--- src/rtl/reg_file_sb_pkg.sv ---
// reg_file_sb_pkg: shared widths, types and helpers for the register file and its scoreboard
package reg_file_sb_pkg;
  localparam int DATA_WIDTH = 8;
  localparam int ADDR_WIDTH = 3;
  localparam int NUM_REGS   = 2 ** ADDR_WIDTH;
  typedef logic [DATA_WIDTH-1:0] data_t;
  typedef logic [ADDR_WIDTH-1:0] addr_t;
  typedef logic [NUM_REGS-1:0]   busy_t;
  function automatic logic bypass_hit(input logic we, input addr_t wa, input addr_t ra);
    return we && (wa == ra);
  endfunction
  function automatic busy_t onehot(input logic en, input addr_t a);
    return en ? busy_t'(1) << a : '0;
  endfunction
endpackage

--- src/rtl/reg_file_sb_scoreboard.sv ---
// reg_scoreboard: busy bit per register for in-flight multi-cycle results, plus operand stall
// ports: clk, rst_n (async active-low), issue/issue_address mark busy, write/in_address clear busy,
//        out1_address/out2_address source operands; busy vector and stall out
module reg_scoreboard
  import reg_file_sb_pkg::*;
(
  input  logic  clk,
  input  logic  rst_n,
  input  logic  issue,
  input  addr_t issue_address,
  input  logic  write,
  input  addr_t in_address,
  input  addr_t out1_address,
  input  addr_t out2_address,
  output busy_t busy,
  output logic  stall
);
  logic byp1, byp2;
  // clear first, then set, so a same-address issue and write leaves the register busy
  always_ff @(posedge clk or negedge rst_n)
    if (!rst_n) busy <= '0;
    else busy <= (busy & ~onehot(write, in_address)) | onehot(issue, issue_address);
  always_comb begin
    byp1  = bypass_hit(write, in_address, out1_address);
    byp2  = bypass_hit(write, in_address, out2_address);
    stall = rst_n && ((busy[out1_address] && !byp1) || (busy[out2_address] && !byp2));
  end
endmodule

--- src/rtl/reg_file_sb.sv ---
// reg_file_sb: 8x8 register file with same-cycle write bypass and busy scoreboard stall
// ports: clk, rst_n (async active-low), in/in_address/write writeback, out1_address/out2_address
//        read addresses, issue/issue_address multi-cycle issue; out1/out2 bypassed operands,
//        stall, busy vector
module reg_file_sb
  import reg_file_sb_pkg::*;
(
  input  logic  clk,
  input  logic  rst_n,
  input  data_t in,
  input  addr_t in_address,
  input  logic  write,
  input  addr_t out1_address,
  input  addr_t out2_address,
  input  logic  issue,
  input  addr_t issue_address,
  output data_t out1,
  output data_t out2,
  output logic  stall,
  output busy_t busy
);
  data_t regs [NUM_REGS];
  always_ff @(posedge clk or negedge rst_n)
    if (!rst_n) regs <= '{default: '0};
    else if (write) regs[in_address] <= in;
  // outputs forced to zero while reset is held, even if a bypassing write is presented
  always_comb begin
    out1 = !rst_n ? '0 : bypass_hit(write, in_address, out1_address) ? in : regs[out1_address];
    out2 = !rst_n ? '0 : bypass_hit(write, in_address, out2_address) ? in : regs[out2_address];
  end
  reg_scoreboard u_sb (
    .clk          (clk),
    .rst_n        (rst_n),
    .issue        (issue),
    .issue_address(issue_address),
    .write        (write),
    .in_address   (in_address),
    .out1_address (out1_address),
    .out2_address (out2_address),
    .busy         (busy),
    .stall        (stall)
  );
endmodule
--- config.mk ---
export PLATFORM = sky130hd
export DESIGN_NAME = reg_file_sb
export DESIGN_NICKNAME = d
export VERILOG_FILES = /design/src/rtl/reg_file_sb_pkg.sv /design/src/rtl/reg_file_sb_scoreboard.sv /design/src/rtl/reg_file_sb.sv
export SDC_FILE = /design/constraint.sdc
export NUM_CORES = 1
export LEC_CHECK = 0
export CAP_MARGIN = 20
export CORE_MARGIN = 3
export CORE_UTILIZATION = 35
export DETAILED_ROUTE_END_ITERATION = 16
export DONT_BUFFER_PORTS = 1
export SYNTH_ARGS = -nofsm -noshare
export SYNTH_HDL_FRONTEND = slang
export SYNTH_HIERARCHICAL = 1
export SYNTH_SLANG_ARGS = --single-unit
--- constraint.sdc ---
create_clock -name clk -period 1.5 [get_ports clk]
set_input_delay 0.15 -clock clk [delete_from_list [all_inputs] [get_ports clk]]
set_output_delay 0.15 -clock clk [all_outputs]
set_load 0.02 [all_outputs]
==> results of run 1 <==
## sequential cells by signal, summed over array words and instances, names as in the netlist
register   flops
regs          64
u_sb/busy      8
## Yosys cell counts (all sizes together) (4+ instances only)
cell type,n,area [um^2]
o31ai,4,30.03
nand2,7,26.28
xnor2,12,105.1
mux2,66,747.0
nand4,6,37.54
buf,25,140.1
mux4,18,412.9
a21oi,30,150.1
o21ai,28,140.1
mux2i,35,350.3
clkbuf,5,38.79
nand2b,9,63.81
o22ai,16,106.4
dfrtp,72,1802
## metrics by stage
step                      setup TNS (ns)  cell area, um^2  hold slack, ns
after global placement                 0             4643         -0.1432
after floorplan                        0             4334         -0.1456
after CTS                         -3.778             5120         -0.4976
after global routing              -4.669             5152         -0.5046
final                             -3.662             5152         -0.4854
after detailed placement               0             4643         -0.1425
## final timing paths
| path | to | slack [ns] |
|---|---|---|
| max | out1[3] | -0.25 |
| min | regs[50] | -0.49 |
| max reg2reg | u_sb/busy[4] | 0.09 |
| min reg2reg | regs[22] | 0.53 |
| max in group asynchronous | regs[23] | 1.88 |
| min in group clk | u_sb/busy[6] | 0.02 |
## metal layers
layer	wire (um)	share of wire, %	global-route usage, %
met1	4986	45	21.87
met4	175	1.6	5.581
met3	650	5.8	5.450
met5	0	0	0
met2	5344	48	27.98
## repair_timing
item | 4_1_cts | 5_1_grt
pin swaps | 26 | 9
cloned | 0 | 0
resized for setup | 18 | 6
hold endpoints to repair | 139 | 72
endpoints found under the setup margin | 17 | 17
setup buffers | 1 | 1
## layout make-up
cell class	instances	area share (%)
Sequential cell	72	34.97
Clock inverter	5	1.117
Multi-Input combinational cell	249	46.96
Tap cell	168	4.080
Timing Repair Buffer	51	8.232
Clock buffer	10	4.638
## power by group through the flow
stage | sequential, uW | combinational, uW | clock (uW)
after detailed placement | 2700 | 1500 | 0
after CTS | 2670 | 1620 | 2170
final | 2670 | 1650 | 2120
after global placement | 2660 | 1470 | 0
after global routing | 2730 | 1790 | 2260
after floorplan | 2670 | 1210 | 0
## cell families after synthesis
logic type      after synthesis
xor+xnor                     12
mux                         119
compound gates               80
flops                        72
simple gates                 38
buf+inv                      30
==> impl_summary.log, run 1 <==
[metrics] status: complete, but fails checks
[metrics] violated checks: negative hold slack, negative setup slack
[metrics] maximum fanout encountered on the critical timing path: 3
[metrics] die footprint: 0.01375 mm^2
[metrics] switching power share of the total: 27.41%
[metrics] clock slew at reported path FFs: 0.06 ns
[metrics] clock tree from TritonCTS: yes
[metrics] overflow left after global routing: 0
[metrics] H-tree levels: 3
[metrics] sequential share of the synthesized area: 41.57%
[metrics] core outline area: 0.01206 mm^2
[metrics] slew at the pin with the worst max-slew slack: 0.4640 ns
[metrics] endpoint kind of the worst setup timing path: primary output
[metrics] GRT Overall Usage: 17.22%
[metrics] setup repair after global routing missed its margin: true
[metrics] IR Drop Worst-Case VDD: 0.6694 mV
[metrics] half-perimeter wire length after detailed placement: 7.073 mm
[metrics] number of distinct standard cells referenced by the synthesized netlist: 36
[metrics] filler-free cell count of the finished design: 555
[metrics] post-route setup slack: -0.2517 ns
[metrics] DRC: 0
[metrics] FF/Latch Area: 0.001802 mm^2
[metrics] MaxCap Viol Count: 0
[metrics] Post-Synth Simple-Gate Area: 6.380%
[metrics] Final GP Congestion: 0.7791
[metrics] max-slew violation total from the final report: 0
[metrics] Net Switching: 1764 uW
[metrics] commonest cells after routing, fill and taps aside: sky130_fd_sc_hd__dfrtp_1, sky130_fd_sc_hd__mux2_2, sky130_fd_sc_hd__buf_4
[metrics] worst path buffer plus inverter count: 1
[metrics] EDFF count, synth: 0
[metrics] crit path max-delay cell type: sky130_fd_sc_hd__mux4_2
[metrics] fraction of layout instances using a drive strength above 1: 42.64%
[metrics] pin count of the biggest net entering global routing: 91
[metrics] achievable clock frequency: 570.9 MHz
[metrics] xor/xnor cell area share of the yosys netlist: 2.425%
[metrics] logic depth of the worst setup path including buffers: 4
[metrics] relative contribution of the clock network to total power: 32.9%
[metrics] synthesized area divided by synthesized cell count: 12.35 um^2
[metrics] iteration count of the initial detailed-routing pass: 4
[metrics] highest cell delay on the worst timing path: 0.51 ns
[metrics] leakage power figure: 0.002094 uW
[metrics] Pwr Total: 6435 uW
[metrics] total vias in the final route: 3,074
[metrics] first-pass GRT wire length: 17.60 mm
[metrics] Sink Count: 72
[metrics] total area of multi-input combinational cells: 0.002420 mm^2
[metrics] total clock buffers created by CTS: 9
[metrics] number of endpoints with negative hold slack in the final report: 72
[metrics] routed length per instance: 20.10 um
[metrics] Clock Tree Buf Depth: 2
[metrics] P_int: 4671 uW
[metrics] Avg Vias per Cell: 5.539
[metrics] kind of cell adding the most delay to the critical path: multiplexers
[metrics] category of the worst setup path launch point: flip-flop
[metrics] Filler cells: 1,130
[metrics] number of global-route vias before repair: 3,254
[metrics] dominant combinational cell family by area after synthesis: multiplexers
[metrics] root buffer cell: sky130_fd_sc_hd__clkbuf_16
[metrics] cell count after placement: 526
[metrics] starting density of the core: 35.93%
[metrics] Final period util: 116.8%
[metrics] total of endpoints with negative setup slack in the final report: 17
[metrics] number of top-level pins: 49
[metrics] number of rows created at floorplan: 40
[metrics] mux cell area share after synthesis: 34.84%
[metrics] most common library cell in the layout ignoring fill and taps: sky130_fd_sc_hd__dfrtp_1
[metrics] post-route clock skew: 0 ns
[metrics] cell count of the worst reg-to-reg path: 4
[metrics] complex-gate fraction of the synthesized area: 10.65%
[metrics] startpoint of the lowest-slack register-to-register path: u_sb/busy[4]
[metrics] sequential cell fraction of total power: 41.5%
[metrics] worst-case setup slack after placement: 0.06027 ns
[metrics] crit-path cells: mux4_2 -> a21oi_2 -> a21oi_1 -> buf_4
[metrics] Data required, critical path: 1.35 ns
[metrics] arithmetic-cell share of the synthesized area counting full adders, half adders and majority gates: 0%
[metrics] hold_buf cts: 12
[metrics] final critical path time including I/O delays and setup: 1.752 ns
[metrics] Slew Limit Headroom: 69.07%
[metrics] number of antenna violations at the first check in global routing: 0
[metrics] post-synthesis instance area: 0.004334 mm^2
[metrics] combinational cell fraction of total power: 25.6%
[metrics] crit path DAT: 1.60 ns
[metrics] ANT nets after route: 0
[metrics] Worst setup startpoint: regs[3]
[metrics] most common flop cell mapped by yosys: sky130_fd_sc_hd__dfrtp_1
[metrics] type of the worst min-delay path: in2async
[metrics] gate count of the mapped netlist: 351
[metrics] number of buffer cells added on primary ports: 0
[metrics] flops & latches, synth: 72
[metrics] share of the core filled with cells: 42.72%
[metrics] async set-reset flop share out of synthesis: 100.0%
[metrics] die extent in y: 117.3 um
[metrics] count of inserted antenna diode cells: 0
[metrics] Post-Route WL: 11.16 mm
[metrics] hold slack: -0.4854 ns
[metrics] number of nets in the finished design: 407
[metrics] power per cell area: 1249 mW/mm^2
[metrics] area added between synthesis and finish: 18.88%
[metrics] synthesized netlist net count: 375
[metrics] Yosys Warn Count: 6
[metrics] die boundary width: 117.3 um
[metrics] clock latency of the later-clocked register in the worst-skew pair: 0.33 ns
[metrics] type of the worst setup path: reg2out
[metrics] First DRT Iteration DRCs: 250
No activity file was read; power rests on OpenSTA's default activity.
==> run 2, diff against run 1 <==
--- a/config.mk
+++ b/config.mk
@@ -5,11 +5,11 @@
 export SDC_FILE = /design/constraint.sdc
 export NUM_CORES = 1
 export LEC_CHECK = 0
+export ABC_AREA = 0
 export CAP_MARGIN = 20
 export CORE_MARGIN = 3
 export CORE_UTILIZATION = 35
 export DETAILED_ROUTE_END_ITERATION = 16
-export DONT_BUFFER_PORTS = 1
 export SYNTH_ARGS = -nofsm -noshare
 export SYNTH_HDL_FRONTEND = slang
 export SYNTH_HIERARCHICAL = 1
==> run 2 against run 1 <==
Effect of this change:
- the flow finishes with violations (negative setup slack)
- global-route usage rose by 2.3 points
- clock-buffer cell count rose by 1
- clock power fell by 5%
- routed wire length rose by 12%
- core utilization rose by 7.6 points
- cell count rose by 14%
- largest cell class unchanged
- highest routed layer unchanged
==> impl_summary.log, run 2 (same netlist as run 1, synthesis figures left out) <==
[metrics] first-pass GRT wire length: 19.96 mm
[metrics] Largest register FFs: 64
[metrics] logic depth of the worst setup path including buffers: 4
[metrics] total clock buffers created by CTS: 9
[metrics] ANT nets after route: 0
[metrics] power per cell area: 1131 mW/mm^2
[metrics] total of endpoints with negative setup slack in the final report: 17
[metrics] crit-path cells: mux4_2 -> a21oi_2 -> a21oi_2 -> buf_6
[metrics] iteration count of the initial detailed-routing pass: 5
[metrics] MaxCap Viol Count: 0
[metrics] Worst setup startpoint: regs[2]
[metrics] half-perimeter wire length after detailed placement: 8.766 mm
[metrics] IR Drop Worst-Case VDD: 0.5659 mV
[metrics] P_int: 4787 uW
[metrics] Data required, critical path: 1.35 ns
[metrics] violated checks: negative setup slack
[metrics] Slew Limit Headroom: 73.36%
[metrics] cell count of the worst reg-to-reg path: 4
[metrics] R2R Path End: u_sb/busy[1]
[metrics] Post-Route WL: 12.49 mm
[metrics] pin count of the biggest net entering global routing: 17
[metrics] clock slew at reported path FFs: 0.06 ns
[metrics] H-tree levels: 3
[metrics] Clock Tree Buf Depth: 2
[metrics] worst path buffer plus inverter count: 1
[metrics] relative contribution of the clock network to total power: 29.5%
[metrics] Avg Vias per Cell: 5.402
[metrics] clock tree from TritonCTS: yes
[metrics] status: complete, but fails checks
[metrics] clock latency of the later-clocked register in the worst-skew pair: 0.33 ns
[metrics] category of the worst setup path launch point: flip-flop
[metrics] destination of the critical timing path: out2[2]
[metrics] overflow left after global routing: 0
[metrics] leakage power figure: 0.002603 uW
[metrics] share of the core filled with cells: 50.31%
[metrics] number of antenna violations at the first check in global routing: 0
[metrics] crit path max-delay cell type: sky130_fd_sc_hd__mux4_2
[metrics] type of the worst min-delay path: in2reg
[metrics] DRC: 0
[metrics] most common library cell in the layout ignoring fill and taps: sky130_fd_sc_hd__dfrtp_1
[metrics] post-route clock skew: 0 ns
[metrics] die extent in y: 117.3 um
[metrics] number of endpoints with negative hold slack in the final report: 0
[metrics] highest cell delay on the worst timing path: 0.49 ns
[metrics] largest register by flop count: regs
[metrics] Net Switching: 2078 uW
[metrics] die boundary width: 117.3 um
[metrics] setup repair after global routing missed its margin: true
[metrics] GRT Overall Usage: 19.54%
[metrics] total vias in the final route: 3,425
[metrics] achievable clock frequency: 569.0 MHz
[metrics] area added between synthesis and finish: 40.01%
[metrics] number of nets in the finished design: 485
[metrics] crit path DAT: 1.61 ns
[metrics] kind of cell adding the most delay to the critical path: multiplexers
[metrics] routed length per instance: 19.71 um
[metrics] slew at the pin with the worst max-slew slack: 0.3983 ns
[metrics] startpoint of the lowest-slack register-to-register path: u_sb/busy[1]
[metrics] number of top-level pins: 49
[metrics] final critical path time including I/O delays and setup: 1.757 ns
[metrics] starting density of the core: 35.93%
[metrics] maximum fanout encountered on the critical timing path: 3
[metrics] Sink Count: 72
[metrics] root buffer cell: sky130_fd_sc_hd__clkbuf_16
[metrics] sequential cell fraction of total power: 39.3%
[metrics] number of global-route vias before repair: 3,542
[metrics] Final period util: 117.2%
[metrics] hold slack: 0.4525 ns
[metrics] endpoint kind of the worst setup timing path: primary output
[metrics] core outline area: 0.01206 mm^2
[metrics] number of buffer cells added on primary ports: 48
[metrics] post-route setup slack: -0.2575 ns
[metrics] First DRT Iteration DRCs: 243
[metrics] CP dominant cell by count: sky130_fd_sc_hd__a21oi_2
[metrics] number of rows created at floorplan: 40
[metrics] Final Instance Area: 0.006068 mm^2
[metrics] switching power share of the total: 30.27%
[metrics] setup slack of the most critical reg-to-reg path: 0.52 ns
[metrics] instance area at placement: 0.005532 mm^2
[metrics] top flop regs: regs x64, u_sb/busy x8
[metrics] count of inserted antenna diode cells: 0
[metrics] die footprint: 0.01375 mm^2
[metrics] commonest cells after routing, fill and taps aside: sky130_fd_sc_hd__dfrtp_1, sky130_fd_sc_hd__buf_4, sky130_fd_sc_hd__mux2_2
[metrics] combinational cell fraction of total power: 31.2%
[metrics] fraction of layout instances using a drive strength above 1: 49.79%
[metrics] type of the worst setup path: reg2out
[metrics] max-slew violation total from the final report: 0
[metrics] Final GP Congestion: 0.8392
-- run 2: worst min-delay path by stage --
stage | slack [ns] | start | cells past startpoint | end
after floorplan | -0.15 | rst_n | 0 | regs[0]
after global placement | 0.15 | rst_n | 2 | regs[13]
after detailed placement | 0.15 | rst_n | 2 | regs[13]
after CTS | 0.47 | in_address[0] | 4 | u_sb/busy[0]
after global routing | 0.51 | write | 5 | u_sb/busy[1]
final | 0.45 | write | 5 | u_sb/busy[4]
-- run 2: power by group through the flow --
stage	Combinational (uW)	Sequential [uW]	Clock, uW
global route	2300	2750	2150
detailed placement	2020	2710	0
global placement	1980	2680	0
floorplan	1210	2670	0
finish	2140	2700	2020
CTS	2100	2690	2070
-- run 2: timing repair --
| action | 4_1_cts | 5_1_grt |
|---|---|---|
| hold endpoints to repair | 58 | 0 |
| buffers inserted | 3 | 2 |
| gates cloned | 3 | 0 |
| resized for setup | 137 | 14 |
| endpoints found under the setup margin | 49 | 37 |
| hold buffers | 3 | 0 |
| pin swaps | 31 | 8 |
-- run 2: metrics by stage --
step	total power [uW]	std cells	TNS (ns)	setup slack [ns]
2_1_floorplan	3874	351	0	0.08927
3_3_place_gp	4666	607	-32.77	-0.8695
3_5_place_dp	4729	607	-33.29	-0.8686
4_1_cts	6860	632	-4.050	-0.2739
5_1_grt	7209	634	-4.872	-0.3341
6_report	6865	634	-3.974	-0.2575
-- run 2: cell type report --
class	instances	area, um^2
multi-input combinational	249	2462
clock inverter	5	31.28
sequential	72	1802
timing repair buffer	129	1310
tap	168	210.2
clock buffer	11	252.7
fill	1070	5993
-- run 2: metal layers --
| metal | part of all wire, % | global-route usage [%] |
|---|---|---|
| met1 | 46 | 27.34 |
| met3 | 6.3 | 4.524 |
| met4 | 0.87 | 4.740 |
| met5 | 0 | 0 |
| met2 | 47 | 30.88 |
-- run 2: worst register-to-register path, cell delays in order, from the launching register on --
cell and delay [ns]:
sky130_fd_sc_hd__dfrtp_1 0.40, sky130_fd_sc_hd__buf_4 0.14, sky130_fd_sc_hd__buf_4 0.13, sky130_fd_sc_hd__o21ai_1 0.07
sky130_fd_sc_hd__o21ai_0 0.11
==> run 3, diff against run 2 <==
--- a/config.mk
+++ b/config.mk
@@ -6,7 +6,7 @@
 export NUM_CORES = 1
 export LEC_CHECK = 0
 export ABC_AREA = 0
-export CAP_MARGIN = 20
+export CORE_ASPECT_RATIO = 1.1
 export CORE_MARGIN = 3
 export CORE_UTILIZATION = 35
 export DETAILED_ROUTE_END_ITERATION = 16
==> constraint.sdc (replaced) <==
create_clock -name clk -period 1.8 [get_ports clk]
set_input_delay 0.18 -clock clk [delete_from_list [all_inputs] [get_ports clk]]
set_output_delay 0.18 -clock clk [all_outputs]
set_load 0.02 [all_outputs]
==> run 3 against run 2 <==
Effect of this change:
- the run now ends clean
- sequential share of layout area fell by 0.14 points
- sequential cell count did not move
- total power fell by 11%
- clock-buffer cell count fell by 1
- sequential power fell by 17%
- setup slack improved by 0.26 ns
- highest routed layer unchanged
- via count fell by 1.4%
- cell count fell by 3.2%
- routed wire length fell by 1.1%
- largest power group unchanged
==> impl_summary.log, run 3 (same netlist as run 1, synthesis figures left out) <==
[metrics] number of nets in the finished design: 479
[metrics] instance area at placement: 0.005469 mm^2
[metrics] routed length per instance: 20.13 um
[metrics] number of antenna violations at the first check in global routing: 0
[metrics] Worst setup startpoint: out2_address[2]
[metrics] largest register by flop count: regs
[metrics] clock slew at reported path FFs: 0.06 ns
[metrics] crit path max-delay cell type: sky130_fd_sc_hd__dlygate4sd2_1
[metrics] switching power share of the total: 28.70%
[metrics] clock tree from TritonCTS: yes
[metrics] kind of cell adding the most delay to the critical path: buffers and inverters
[metrics] M1 wire length: 5.285 mm
[metrics] category of the worst setup path launch point: primary input
[metrics] count of inserted antenna diode cells: 0
[metrics] cell count after placement: 587
[metrics] MaxCap Viol Count: 0
[metrics] power per cell area: 1007 mW/mm^2
[metrics] number of rows created at floorplan: 42
[metrics] die extent in y: 122.7 um
[metrics] hold slack: 0.2331 ns
[metrics] top flop regs: regs x64, u_sb/busy x8
[metrics] Final GP Congestion: 0.8128
[metrics] Routed met3 length: 547 um
[metrics] total vias in the final route: 3,378
[metrics] relative contribution of the clock network to total power: 34.4%
[metrics] clock latency of the later-clocked register in the worst-skew pair: 0.33 ns
[metrics] Clock Tree Buf Depth: 2
[metrics] DRC: 0
[metrics] maximum fanout encountered on the critical timing path: 8
[metrics] die boundary width: 112.1 um
[metrics] type of the worst setup path: in2out
[metrics] status: complete, no violations
[metrics] iteration count of the initial detailed-routing pass: 5
[metrics] commonest cells after routing, fill and taps aside: sky130_fd_sc_hd__dfrtp_1, sky130_fd_sc_hd__buf_4, sky130_fd_sc_hd__mux2_2
[metrics] P_int: 4377 uW
[metrics] total clock buffers created by CTS: 9
[metrics] filler-free cell count of the finished design: 614
[metrics] worst path buffer plus inverter count: 6
[metrics] fraction of layout instances using a drive strength above 1: 51.09%
[metrics] max-slew violation total from the final report: 0
[metrics] endpoint kind of the worst setup timing path: primary output
[metrics] Avg Vias per Cell: 5.502
[metrics] First DRT Iteration DRCs: 211
[metrics] Final period util: 99.89%
[metrics] ANT nets after route: 0
[metrics] Largest register FFs: 64
[metrics] total of endpoints with negative setup slack in the final report: 0
[metrics] combinational cell fraction of total power: 28.9%
[metrics] post-route clock skew: 0 ns
[metrics] root buffer cell: sky130_fd_sc_hd__clkbuf_16
[metrics] GRT Overall Usage: 18.22%
[metrics] highest cell delay on the worst timing path: 0.24 ns
[metrics] sequential cell fraction of total power: 36.7%
[metrics] first-pass GRT wire length: 19.40 mm
[metrics] crit-path cells: dlygate4sd2_1 -> buf_6 -> buf_4 -> xnor2_2 -> nand4_1 -> buf_6 -> buf_12 -> a21oi_1 -> buf_4
[metrics] IR Drop Worst-Case VDD: 0.5546 mV
[metrics] achievable clock frequency: 556.1 MHz
[metrics] Sink Count: 72
[metrics] Final Instance Area: 0.006097 mm^2
[metrics] Slew Limit Headroom: 76.70%
[metrics] half-perimeter wire length after detailed placement: 8.526 mm
[metrics] final critical path time including I/O delays and setup: 1.798 ns
[metrics] leakage power figure: 0.002576 uW
[metrics] setup repair after global routing missed its margin: true
[metrics] core outline area: 0.01209 mm^2
[metrics] type of the worst min-delay path: in2async
[metrics] summed negative setup slack over all endpoints: 0 ns
[metrics] pin count of the biggest net entering global routing: 28
[metrics] number of top-level pins: 49
[metrics] met2 routed wirelength: 6.267 mm
[metrics] die footprint: 0.01376 mm^2
[metrics] crit path DAT: 1.62 ns
[metrics] number of buffer cells added on primary ports: 48
[metrics] startpoint of the lowest-slack register-to-register path: regs[6]
[metrics] slew at the pin with the worst max-slew slack: 0.3495 ns
[metrics] most common library cell in the layout ignoring fill and taps: sky130_fd_sc_hd__dfrtp_1
[metrics] overflow left after global routing: 0
[metrics] Pwr Total: 6139 uW
[metrics] Data required, critical path: 1.62 ns
[metrics] H-tree levels: 3
[metrics] number of endpoints with negative hold slack in the final report: 0
[metrics] starting density of the core: 35.86%
[metrics] Net Switching: 1762 uW
[metrics] Post-Route WL: 12.36 mm
[metrics] area added between synthesis and finish: 40.68%
[metrics] number of global-route vias before repair: 3,566
[metrics] Filler cells: 1,063
[metrics] DR top layer: met4
==> run 3: cell types whose count changed in the layout (fill, tap and decap cells not counted), sizes merged, moves of 2 or more <==
| cell | before | now |
|---|---|---|
| buf | 94 | 91 |
| dlygate4sd2 | 14 | 6 |
| bufinv | 0 | 3 |
| clkdlybuf4s50 | 12 | 21 |
| bufbuf | 3 | 1 |
| dlygate4sd3 | 3 | 1 |
| clkinv | 4 | 1 |
==> run 3: metal layers <==
layer,track usage (%),vias up
li1,-,1542
met1,22.70,1722
met2,32.45,98
met3,3.156,16
met4,5.485,0
met5,0,-
==> run 3: what timing repair did <==
action / 4_1_cts / 5_1_grt
hold buffers: 1 / 0
cloned: 3 / 0
hold endpoints to repair: 26 / 0
resized for setup: 121 / 40
pin swaps: 7 / 20
endpoints found under the setup margin: 17 / 17
buffers inserted: 6 / 1
==> run 3: path summary, 6_finish.rpt <==
kind                           endpoint  slack, ns  cells past startpoint
min in group clk           u_sb/busy[4]       0.48                      3
max in group asynchronous       regs[7]       0.82                      4
min                            regs[54]       0.23                      2
min reg2reg                    regs[23]       0.52                      1
max reg2reg                     regs[6]       0.91                      2
max                             out2[6]      0.002                      9
==> run 3: through the flow <==
step | util (%) | setup WS [ns]
floorplan | - | 0.3293
global placement | 45.25 | -0.6724
detailed placement | 45.25 | -0.6875
CTS | 49.66 | -0.01738
global route | 50.45 | -0.06701
finish | 50.45 | 0.001906
==> run 3: cell type report <==
class	instances	area [um^2]	area share, %
Tap cell	154	192.7	3.160
Clock buffer	10	239.0	3.920
Sequential cell	72	1802	29.55
Timing Repair Buffer	123	1256	20.60
Multi-Input combinational cell	249	2492	40.88
Clock inverter	6	115.1	1.888
==> run 3: power by group through the flow <==
stage	Sequential (uW)	Combinational, uW	Clock, uW
3_3_place_gp	2250	1610	0
3_5_place_dp	2270	1640	0
6_report	2250	1770	2110
2_1_floorplan	2220	1000	0
4_1_cts	2250	1710	2130
5_1_grt	2300	1910	2210
